--- src/rtl/sdram_pkg.sv ---
// Shared SDRAM controller definitions: command encodings, arbiter states and grant types.
// Also imported by the sdram_read / sdram_write / sdram_aref client blocks.
package sdram_pkg;

    localparam int ADDR_W_DEF = 12;

    // {cs_n, ras_n, cas_n, we_n}
    localparam logic [3:0] CMD_NOP  = 4'b0111;
    localparam logic [3:0] CMD_PRE  = 4'b0010;
    localparam logic [3:0] CMD_AREF = 4'b0001;
    localparam logic [3:0] CMD_ACT  = 4'b0011;
    localparam logic [3:0] CMD_RD   = 4'b0101;
    localparam logic [3:0] CMD_WR   = 4'b0100;
    localparam logic [3:0] CMD_MRS  = 4'b0000;

    typedef enum logic [4:0] {
        S_INIT  = 5'b00001,
        S_ARBIT = 5'b00010,
        S_AREF  = 5'b00100,
        S_WRITE = 5'b01000,
        S_READ  = 5'b10000
    } arb_state_t;

    typedef enum logic {
        GNT_READ  = 1'b0,
        GNT_WRITE = 1'b1
    } grant_t;

    // On a write/read tie the client that did not win last time goes next.
    function automatic grant_t tie_winner(input grant_t last);
        return (last == GNT_READ) ? GNT_WRITE : GNT_READ;
    endfunction

endpackage

--- src/rtl/sdram_arbit_if.sv ---
// Client handshakes (init, refresh, write, read) and the arbitrated SDRAM command bus.
// slave: the arbiter side; master: the client/pad side that drives requests.
interface sdram_arbit_if
    import sdram_pkg::*;
#(
    parameter int ADDR_W = ADDR_W_DEF
) ();

    logic              init_end;
    logic [3:0]        init_cmd;
    logic [ADDR_W-1:0] init_addr;

    logic              aref_req;
    logic              aref_end;
    logic [3:0]        aref_cmd;
    logic [ADDR_W-1:0] aref_addr;
    logic              aref_en;

    logic              wr_req;
    logic              wr_end;
    logic [3:0]        wr_cmd;
    logic [ADDR_W-1:0] wr_addr;
    logic [1:0]        wr_bank;
    logic              wr_en;

    logic              rd_req;
    logic              rd_end;
    logic [3:0]        rd_cmd;
    logic [ADDR_W-1:0] rd_addr;
    logic [1:0]        rd_bank;
    logic              rd_en;

    logic              sdram_cke;
    logic [3:0]        sdram_cmd;
    logic [ADDR_W-1:0] sdram_addr;
    logic [1:0]        sdram_bank;
    logic              arb_busy;

    modport slave (
        input  init_end, init_cmd, init_addr,
        input  aref_req, aref_end, aref_cmd, aref_addr,
        input  wr_req, wr_end, wr_cmd, wr_addr, wr_bank,
        input  rd_req, rd_end, rd_cmd, rd_addr, rd_bank,
        output aref_en, wr_en, rd_en,
        output sdram_cke, sdram_cmd, sdram_addr, sdram_bank, arb_busy
    );

    modport master (
        output init_end, init_cmd, init_addr,
        output aref_req, aref_end, aref_cmd, aref_addr,
        output wr_req, wr_end, wr_cmd, wr_addr, wr_bank,
        output rd_req, rd_end, rd_cmd, rd_addr, rd_bank,
        input  aref_en, wr_en, rd_en,
        input  sdram_cke, sdram_cmd, sdram_addr, sdram_bank, arb_busy
    );

endinterface

--- src/rtl/sdram_arbit.sv ---
// SDRAM command arbiter: waits for init, then grants refresh/write/read one at a time
// and muxes the owning client's command onto the SDRAM bus.
//
// state   | meaning
// S_INIT  | power-up sequence owns the bus; requests ignored until init_end
// S_ARBIT | idle, NOP on bus; picks refresh > (write/read, alternating on tie)
// S_AREF  | refresh client owns the bus until aref_end
// S_WRITE | write client owns the bus until wr_end
// S_READ  | read client owns the bus until rd_end
module sdram_arbit
    import sdram_pkg::*;
#(
    parameter int ADDR_W = ADDR_W_DEF
) (
    input  logic          sclk,
    input  logic          rst_n,
    sdram_arbit_if.slave  bus
);

    arb_state_t state;
    arb_state_t state_nxt;
    grant_t     last_grant;
    grant_t     last_grant_nxt;

    logic aref_en_q;
    logic wr_en_q;
    logic rd_en_q;
    logic aref_en_nxt;
    logic wr_en_nxt;
    logic rd_en_nxt;
    logic cke_q;

    logic [3:0]        cmd_mux;
    logic [ADDR_W-1:0] addr_mux;
    logic [1:0]        bank_mux;

    always_ff @(posedge sclk or negedge rst_n) begin
        if (!rst_n) begin
            state      <= S_INIT;
            last_grant <= GNT_READ;
            aref_en_q  <= 1'b0;
            wr_en_q    <= 1'b0;
            rd_en_q    <= 1'b0;
            cke_q      <= 1'b0;
        end else begin
            state      <= state_nxt;
            last_grant <= last_grant_nxt;
            aref_en_q  <= aref_en_nxt;
            wr_en_q    <= wr_en_nxt;
            rd_en_q    <= rd_en_nxt;
            cke_q      <= 1'b1;
        end
    end

    // The en strobes are registered alongside the state so they mark the first owned cycle.
    always_comb begin
        state_nxt      = state;
        last_grant_nxt = last_grant;
        aref_en_nxt    = 1'b0;
        wr_en_nxt      = 1'b0;
        rd_en_nxt      = 1'b0;
        case (state)
            S_INIT: begin
                if (bus.init_end) state_nxt = S_ARBIT;
            end
            S_ARBIT: begin
                if (bus.aref_req) begin
                    state_nxt   = S_AREF;
                    aref_en_nxt = 1'b1;
                end else if (bus.wr_req &&
                             (!bus.rd_req || tie_winner(last_grant) == GNT_WRITE)) begin
                    state_nxt      = S_WRITE;
                    wr_en_nxt      = 1'b1;
                    last_grant_nxt = GNT_WRITE;
                end else if (bus.rd_req) begin
                    state_nxt      = S_READ;
                    rd_en_nxt      = 1'b1;
                    last_grant_nxt = GNT_READ;
                end
            end
            S_AREF: begin
                if (bus.aref_end) state_nxt = S_ARBIT;
            end
            S_WRITE: begin
                if (bus.wr_end) state_nxt = S_ARBIT;
            end
            S_READ: begin
                if (bus.rd_end) state_nxt = S_ARBIT;
            end
            default: state_nxt = S_INIT;
        endcase
    end

    always_comb begin
        cmd_mux  = CMD_NOP;
        addr_mux = '0;
        bank_mux = 2'b00;
        case (state)
            S_INIT: begin
                cmd_mux  = bus.init_cmd;
                addr_mux = bus.init_addr;
            end
            S_AREF: begin
                cmd_mux  = bus.aref_cmd;
                addr_mux = bus.aref_addr;
            end
            S_WRITE: begin
                cmd_mux  = bus.wr_cmd;
                addr_mux = bus.wr_addr;
                bank_mux = bus.wr_bank;
            end
            S_READ: begin
                cmd_mux  = bus.rd_cmd;
                addr_mux = bus.rd_addr;
                bank_mux = bus.rd_bank;
            end
            default: ;
        endcase
    end

    assign bus.aref_en    = aref_en_q;
    assign bus.wr_en      = wr_en_q;
    assign bus.rd_en      = rd_en_q;
    assign bus.sdram_cke  = cke_q;
    assign bus.sdram_cmd  = cmd_mux;
    assign bus.sdram_addr = addr_mux;
    assign bus.sdram_bank = bank_mux;
    assign bus.arb_busy   = (state == S_AREF) || (state == S_WRITE) || (state == S_READ);

endmodule

--- src/flat_wrapper.sv ---
// flat-port wrapper written by rule: the top's interface ports become plain ports
module sdram_arbit_flat import sdram_pkg::*;
#(
    parameter int ADDR_W = ADDR_W_DEF
)
  (sclk, rst_n, bus_init_end, bus_init_cmd, bus_init_addr, bus_aref_req, bus_aref_end, bus_aref_cmd, bus_aref_addr, bus_wr_req, bus_wr_end, bus_wr_cmd, bus_wr_addr, bus_wr_bank, bus_rd_req, bus_rd_end, bus_rd_cmd, bus_rd_addr, bus_rd_bank, bus_aref_en, bus_wr_en, bus_rd_en, bus_sdram_cke, bus_sdram_cmd, bus_sdram_addr, bus_sdram_bank, bus_arb_busy);
  sdram_arbit_if #(.ADDR_W(ADDR_W)) bus_i ();
  input  logic sclk;
  input  logic rst_n;
  input wire logic [$bits(bus_i.init_end)-1:0] bus_init_end;
  input wire logic [$bits(bus_i.init_cmd)-1:0] bus_init_cmd;
  input wire logic [$bits(bus_i.init_addr)-1:0] bus_init_addr;
  input wire logic [$bits(bus_i.aref_req)-1:0] bus_aref_req;
  input wire logic [$bits(bus_i.aref_end)-1:0] bus_aref_end;
  input wire logic [$bits(bus_i.aref_cmd)-1:0] bus_aref_cmd;
  input wire logic [$bits(bus_i.aref_addr)-1:0] bus_aref_addr;
  input wire logic [$bits(bus_i.wr_req)-1:0] bus_wr_req;
  input wire logic [$bits(bus_i.wr_end)-1:0] bus_wr_end;
  input wire logic [$bits(bus_i.wr_cmd)-1:0] bus_wr_cmd;
  input wire logic [$bits(bus_i.wr_addr)-1:0] bus_wr_addr;
  input wire logic [$bits(bus_i.wr_bank)-1:0] bus_wr_bank;
  input wire logic [$bits(bus_i.rd_req)-1:0] bus_rd_req;
  input wire logic [$bits(bus_i.rd_end)-1:0] bus_rd_end;
  input wire logic [$bits(bus_i.rd_cmd)-1:0] bus_rd_cmd;
  input wire logic [$bits(bus_i.rd_addr)-1:0] bus_rd_addr;
  input wire logic [$bits(bus_i.rd_bank)-1:0] bus_rd_bank;
  output wire logic [$bits(bus_i.aref_en)-1:0] bus_aref_en;
  output wire logic [$bits(bus_i.wr_en)-1:0] bus_wr_en;
  output wire logic [$bits(bus_i.rd_en)-1:0] bus_rd_en;
  output wire logic [$bits(bus_i.sdram_cke)-1:0] bus_sdram_cke;
  output wire logic [$bits(bus_i.sdram_cmd)-1:0] bus_sdram_cmd;
  output wire logic [$bits(bus_i.sdram_addr)-1:0] bus_sdram_addr;
  output wire logic [$bits(bus_i.sdram_bank)-1:0] bus_sdram_bank;
  output wire logic [$bits(bus_i.arb_busy)-1:0] bus_arb_busy;
  assign bus_i.init_end = bus_init_end;
  assign bus_i.init_cmd = bus_init_cmd;
  assign bus_i.init_addr = bus_init_addr;
  assign bus_i.aref_req = bus_aref_req;
  assign bus_i.aref_end = bus_aref_end;
  assign bus_i.aref_cmd = bus_aref_cmd;
  assign bus_i.aref_addr = bus_aref_addr;
  assign bus_i.wr_req = bus_wr_req;
  assign bus_i.wr_end = bus_wr_end;
  assign bus_i.wr_cmd = bus_wr_cmd;
  assign bus_i.wr_addr = bus_wr_addr;
  assign bus_i.wr_bank = bus_wr_bank;
  assign bus_i.rd_req = bus_rd_req;
  assign bus_i.rd_end = bus_rd_end;
  assign bus_i.rd_cmd = bus_rd_cmd;
  assign bus_i.rd_addr = bus_rd_addr;
  assign bus_i.rd_bank = bus_rd_bank;
  assign bus_aref_en = bus_i.aref_en;
  assign bus_wr_en = bus_i.wr_en;
  assign bus_rd_en = bus_i.rd_en;
  assign bus_sdram_cke = bus_i.sdram_cke;
  assign bus_sdram_cmd = bus_i.sdram_cmd;
  assign bus_sdram_addr = bus_i.sdram_addr;
  assign bus_sdram_bank = bus_i.sdram_bank;
  assign bus_arb_busy = bus_i.arb_busy;
  sdram_arbit #(.ADDR_W(ADDR_W)) u_core (.sclk(sclk), .rst_n(rst_n), .bus(bus_i));
endmodule
--- config.mk ---
export PLATFORM = sky130hd
export DESIGN_NAME = sdram_arbit_flat
export DESIGN_NICKNAME = d
export VERILOG_FILES = /design/src/rtl/sdram_pkg.sv /design/src/rtl/sdram_arbit_if.sv /design/src/rtl/sdram_arbit.sv /design/src/flat_wrapper.sv
export SDC_FILE = /design/constraint.sdc
export NUM_CORES = 1
export LEC_CHECK = 0
export ABC_CLOCK_PERIOD_IN_PS = 2500
export CAP_MARGIN = 20
export CORE_MARGIN = 2
export CORE_UTILIZATION = 28
export DETAILED_ROUTE_END_ITERATION = 7
export PLACE_DENSITY = 0.86
export SYNTH_ARGS = -nofsm -noshare
export SYNTH_HDL_FRONTEND = slang
export SYNTH_SLANG_ARGS = --single-unit
--- constraint.sdc ---
create_clock -name sclk -period 2.5 [get_ports sclk]
set_input_delay 0.375 -clock sclk [delete_from_list [all_inputs] [get_ports sclk]]
set_output_delay 0.375 -clock sclk [all_outputs]
set_load 0.005 [all_outputs]
### Yosys cells after proc, flatten, opt, wreduce, memory -nomap -nowiden

Index checks and enable logic that the tools add are counted.

* bitwise logic cells: 1
* $add $sub $neg: 0
* order comparisons: 0
* shift operators: 0
* reductions and logical operators: 8
* multiplexer cells: 23
* div/mod/pow operators: 0
* multipliers: 0
* equality and inequality tests: 10

Operators with widths (number)
* $pmux W12 S4: 1
* $mux W5: 7
* $pmux W5 S5: 1
* $pmux W4 S4: 1
* $mux W1: 12
* $ne A2 B2 Y1 const B: 4
* $eq A5 B1 Y1 const B: 1
* $eq A5 B2 Y1 const B: 1
* $eq A5 B3 Y1 const B: 1
* $eq A5 B4 Y1 const B: 1
* $eq A5 B5 Y1 const B: 1
* $reduce_and A5 Y1: 1
* $ne A4 B3 Y1 const B: 1
* $pmux W2 S2: 1
* $logic_or A1 B1 Y1: 3
* $reduce_and A3 Y1: 1
* $reduce_bool A2 Y1: 1
* $logic_and A1 B1 Y1: 1
* $logic_not A1 Y1: 1
* $not A1 Y1: 1

* ROM bits: 0
* register bits: 10
* input bits: 77
* memory bits (writable): 0
* logic and storage cells: 48
* bits in latches: 0
* memories: 0

### Longest topological paths before layout

Gate-level depths: netlist of run 1.

* depth in word-level cells: 6
* mapped depth: 7

### Worst setup path before layout of run 1

Ideal clock, no wire load.

* kind: flip-flop to output port
* start: register u_core.state[4]
* end: output bus_sdram_addr[9]
* slack: 0.599 ns
* cell stages (with the launch flop): 7
* data arrival time: 1.526 ns
* data required time: 2.125 ns
* cells stage by stage: dfrtp_1 > buf_6 > or3_4 > nor3b_4 > buf_6 > a22oi_1 > nand2_1

* cells in the longest elaborated chain, start to end: 2
* elaborated cells between the ends (all ways): 5
* classes of those cells: eq/ne: 4; mux: 1

RTL lines
* start: declaration: RTL line sdram_arbit.sv:20 `arb_state_t state;`
* start signal: assignment: RTL line sdram_arbit.sv:46 `state <= state_nxt;`
* $eq A5 B5 Y1 (tied with other cells): RTL line sdram_arbit.sv:98 `case (state)`
* $pmux W12 S4 *: RTL line sdram_arbit.sv:98
* end: declaration: RTL line flat_wrapper.sv:32 `output wire logic [$bits(bus_i.sdram_addr)-1:0] bus_sdram_addr;`

Every way passes the cells marked *; elsewhere a longest branch is shown, timed or not.

### Final worst setup path of run 1

* start: register u_core.state[4]
* end: output bus_sdram_cmd[2]

* cells in the longest elaborated chain, start to end: 2
* elaborated cells between the ends (all ways): 5
* classes of those cells: eq/ne: 4; mux: 1

RTL lines
* $eq A5 B5 Y1 (tied with other cells): RTL line sdram_arbit.sv:98
* $pmux W4 S4 *: RTL line sdram_arbit.sv:98
* end: declaration: RTL line flat_wrapper.sv:31 `output wire logic [$bits(bus_i.sdram_cmd)-1:0] bus_sdram_cmd;`

Marked as above.

==> results.yml, run 1 <==
cts:
  cts.path.max_buffers: 2
  insertion_delay_ns: 0.27
  h-tree-depth: 1
  cts_tree: "yes"
  clk_pin_slew_ns: 0.07
  root_buffer: "clkbuf_4"
  clock_sinks: 10
  cts_made_buffers: 3
die:
  die_area_sq_um: 3800
  coreArea_sq_um: 3100
  initial_core_util: 0.300
  die_w_microns: 61.7
  rows: 20
  ios: 100
  die_h_microns: 61.7
pwr:
  switching_share: 0.349
  ir_drop_v: 0.000479
  p_int_uw: 824
  combPwrFrac: 0.697
  switching_power_uw: 441
  clkPwrFrac: 0.117
  powerDensity_nw_per_um2: 581
  p_leak_nw: 1.09
  seqPwrFrac: 0.186
place:
  place_area_sq_um: 1950
  post-place-ws_ns: 0.0671
  io_buffers: 99
  routabilityCongestion: 0.818
  dpl.hpwl_microns: 3070
critical_path:
  cp_data_arrival_time_ns: 2.17
  end_kind: "primary output"
  worst-r2r-setup-slack_ns: 0.68
  cp.required_ns: 2.12
  crit_path_max_incr_delay_ns: 0.50
  cp-start-kind: "flop"
  cp_slowest_cell: "clkdlybuf4s50_1"
  cp_max_fo: 3
  worstSetupPathType: "flop to primary output"
  path_cells: "or3_4 > nor3b_4 > buf_4 > a22oi_1 > nand3_1 > clkdlybuf4s50_1"
worst_hold_path:
  hold_path.class: "primary input to asynchronous set/reset pin"
yosys:
  synth_area_per_cell_sq_um: 8.46
  ys_types: 33
  synth_ff_type: "dfrtp_1"
  async_reset_ff_frac: 1.00
  syn_area_sq_um: 931
  ys_ff_latch: 10
  yosysSeqAreaShare: 0.270
  syn_nets: 187
  yosys_warnings: 0
  synth-edff-count: 0
  postSynthCellCount: 110
timing:
  hold_violations: 0
  period_minus_slack_ns: 2.54
  slew_headroom: 0.621
  final_max_slew_viol_count: 0
  rsz0062_at_grt: "true"
  finalSetupTns_ns: -0.0422
  hold-worst-slack_ns: 0.414
  finalSetupViolations: 1
  fin_crit_sh: 1.02
  worst_slew_pin_slew_ns: 0.563
  max_freq_mhz: 393
  finalClockSkew_ns: 0.000621
  fin_ws_ns: -0.0422
outcome:
  failed_checks: "setup timing"
  outcome: "finished with violations"
detailed_routing:
  dr.pass1.iters: 4
  vias_per_cell: 4.97
  wl_microns: 3950
  remaining_drc_errors: 0
  first_iter_violations: 79
  wire_per_inst_microns: 14.7
  via_count: 1337
  ant_nets: 0
layout:
  area_growth_pct: 134
  post-route-util: 0.702
  drive_gt1_frac: 0.156
  fin_nets: 303
  diodes: 0
  layout_common_cells: "clkdlybuf4s50_1 (82), a22oi_1 (32), nand2_1 (16), buf_4 (16)"
  finalInstanceArea_sq_um: 2180
  layout_commonest_cell: "clkdlybuf4s50_1"
  nFillCells: 258
global_route:
  grt_pass1_vias: 1308
  grt_pass1_wl_microns: 5580
  grt_max_degree: 16
  global_route.usage.total: 0.197
  overflow: 0
  antenna_found_initial: 0
run:
  drv_cap: 0
per-layer routing:
| layer | wire length [microns] | part of all wire | vias to the layer above | track usage |
|---|---|---|---|---|
| met5 | 0 | 0 | - | 0 |
| met4 | 52 | 0.013 | 0 | 0.0669 |
| met3 | 462 | 0.12 | 6 | 0.0378 |
| met2 | 2000 | 0.51 | 69 | 0.382 |
| met1 | 1440 | 0.36 | 611 | 0.208 |
| li1 | - | - | 651 | - |
critical path: cells and delay by family, from the launching register on:
| kind | cells | cell delay [ns] |
|---|---|---|
| AND/OR/NAND/NOR | 3 | 0.77 |
| buffers and inverters | 2 | 0.67 |
| AO/OA/AOI/OAI | 1 | 0.08 |
| flip-flops | 1 | 0.39 |
cell usage after synthesis (all sizes together) (2+ instances only):
master	count	area (sq um)
a22oi	32	240
nand2	16	60.1
buf	11	86.3
dfrtp	9	225
o21ai	5	25.0
nor3b	4	46.3
nand2b	3	18.8
nand3	3	15.0
a21oi	2	10.0
a22o	2	17.5
and3b	2	20.0
inv	2	7.51
nand4b	2	17.5
nor2	2	7.51
nor4	2	12.5
sequential cells by signal (all words and copies together) (netlist names):
name,count
u_core.state,5
u_core.bus.aref_en,1
u_core.bus.rd_en,1
u_core.bus.sdram_cke,1
u_core.bus.wr_en,1
u_core.last_grant,1
stage by stage:
| stage | cells | power [mW] |
|---|---|---|
| 4_1_cts | 262 | 1.27 |
| 5_1_grt | 269 | 1.36 |
| 2_1_floorplan | 110 | 0.618 |
| 6_report | 269 | 1.27 |
| 3_5_place_dp | 250 | 1.07 |
| 3_3_place_gp | 250 | 1.05 |
power groups by stage:
| stage | registers, mW | logic, mW | clock network (mW) |
|---|---|---|---|
| after floorplan | 0.219 | 0.399 | 0 |
| after global placement | 0.234 | 0.817 | 0 |
| after detailed placement | 0.235 | 0.837 | 0 |
| after CTS | 0.233 | 0.891 | 0.151 |
| after global routing | 0.241 | 0.966 | 0.158 |
| final | 0.235 | 0.882 | 0.148 |
logic make-up (layout without fill, tap and decap cells):
group / Yosys count / after routing / share of synthesized area
AOI/OAI and AO/OA: 45 / 45 / 0.353
xor gates and xnor gates: 1 / 1 / 0.00941
buffers and inverters: 13 / 128 / 0.101
DFF: 10 / 10 / 0.270
muxes: 1 / 1 / 0.0108
other: 1 / 1 / 0.00403
and+or+nand+nor: 39 / 39 / 0.251
layout make-up:
cell class | count | area [sq um] | share of cell area
inverter | 2 | 7.51 | 0.00345
sequential | 10 | 251 | 0.116
timing repair buffer | 122 | 1230 | 0.565
clock buffer | 4 | 36.3 | 0.0167
tap | 44 | 55.1 | 0.0253
multi-input combinational | 87 | 597 | 0.274
timing repair:
item,in CTS,in global routing
resized for setup,13,11
hold buffers,0,0
pin swaps,3,2
setup buffers,8,7
setup endpoints to repair,18,10
final timing paths:
kind / from / cells after the start / to
max: u_core.state[4] / 6 / bus_sdram_cmd[2]
min: rst_n / 1 / u_core.bus.rd_en
max reg2reg: u_core.state[4] / 7 / u_core.state[1]
min reg2reg: u_core.last_grant / 1 / u_core.last_grant
max in group asynchronous: rst_n / 1 / u_core.state[0]
min in group sclk: u_core.last_grant / 1 / u_core.last_grant
No activity file was read; power rests on OpenSTA's default activity.
==> inputs of run 2 (changes only) <==
--- a/config.mk
+++ b/config.mk
@@ -9,6 +9,7 @@
 export CAP_MARGIN = 20
 export CORE_MARGIN = 2
 export CORE_UTILIZATION = 28
+export CTS_CLUSTER_SIZE = 25
 export DETAILED_ROUTE_END_ITERATION = 7
 export PLACE_DENSITY = 0.86
 export SYNTH_ARGS = -nofsm -noshare
==> results of run 2 <==
Final layout, timing and power as in run 1 (identical DEF).
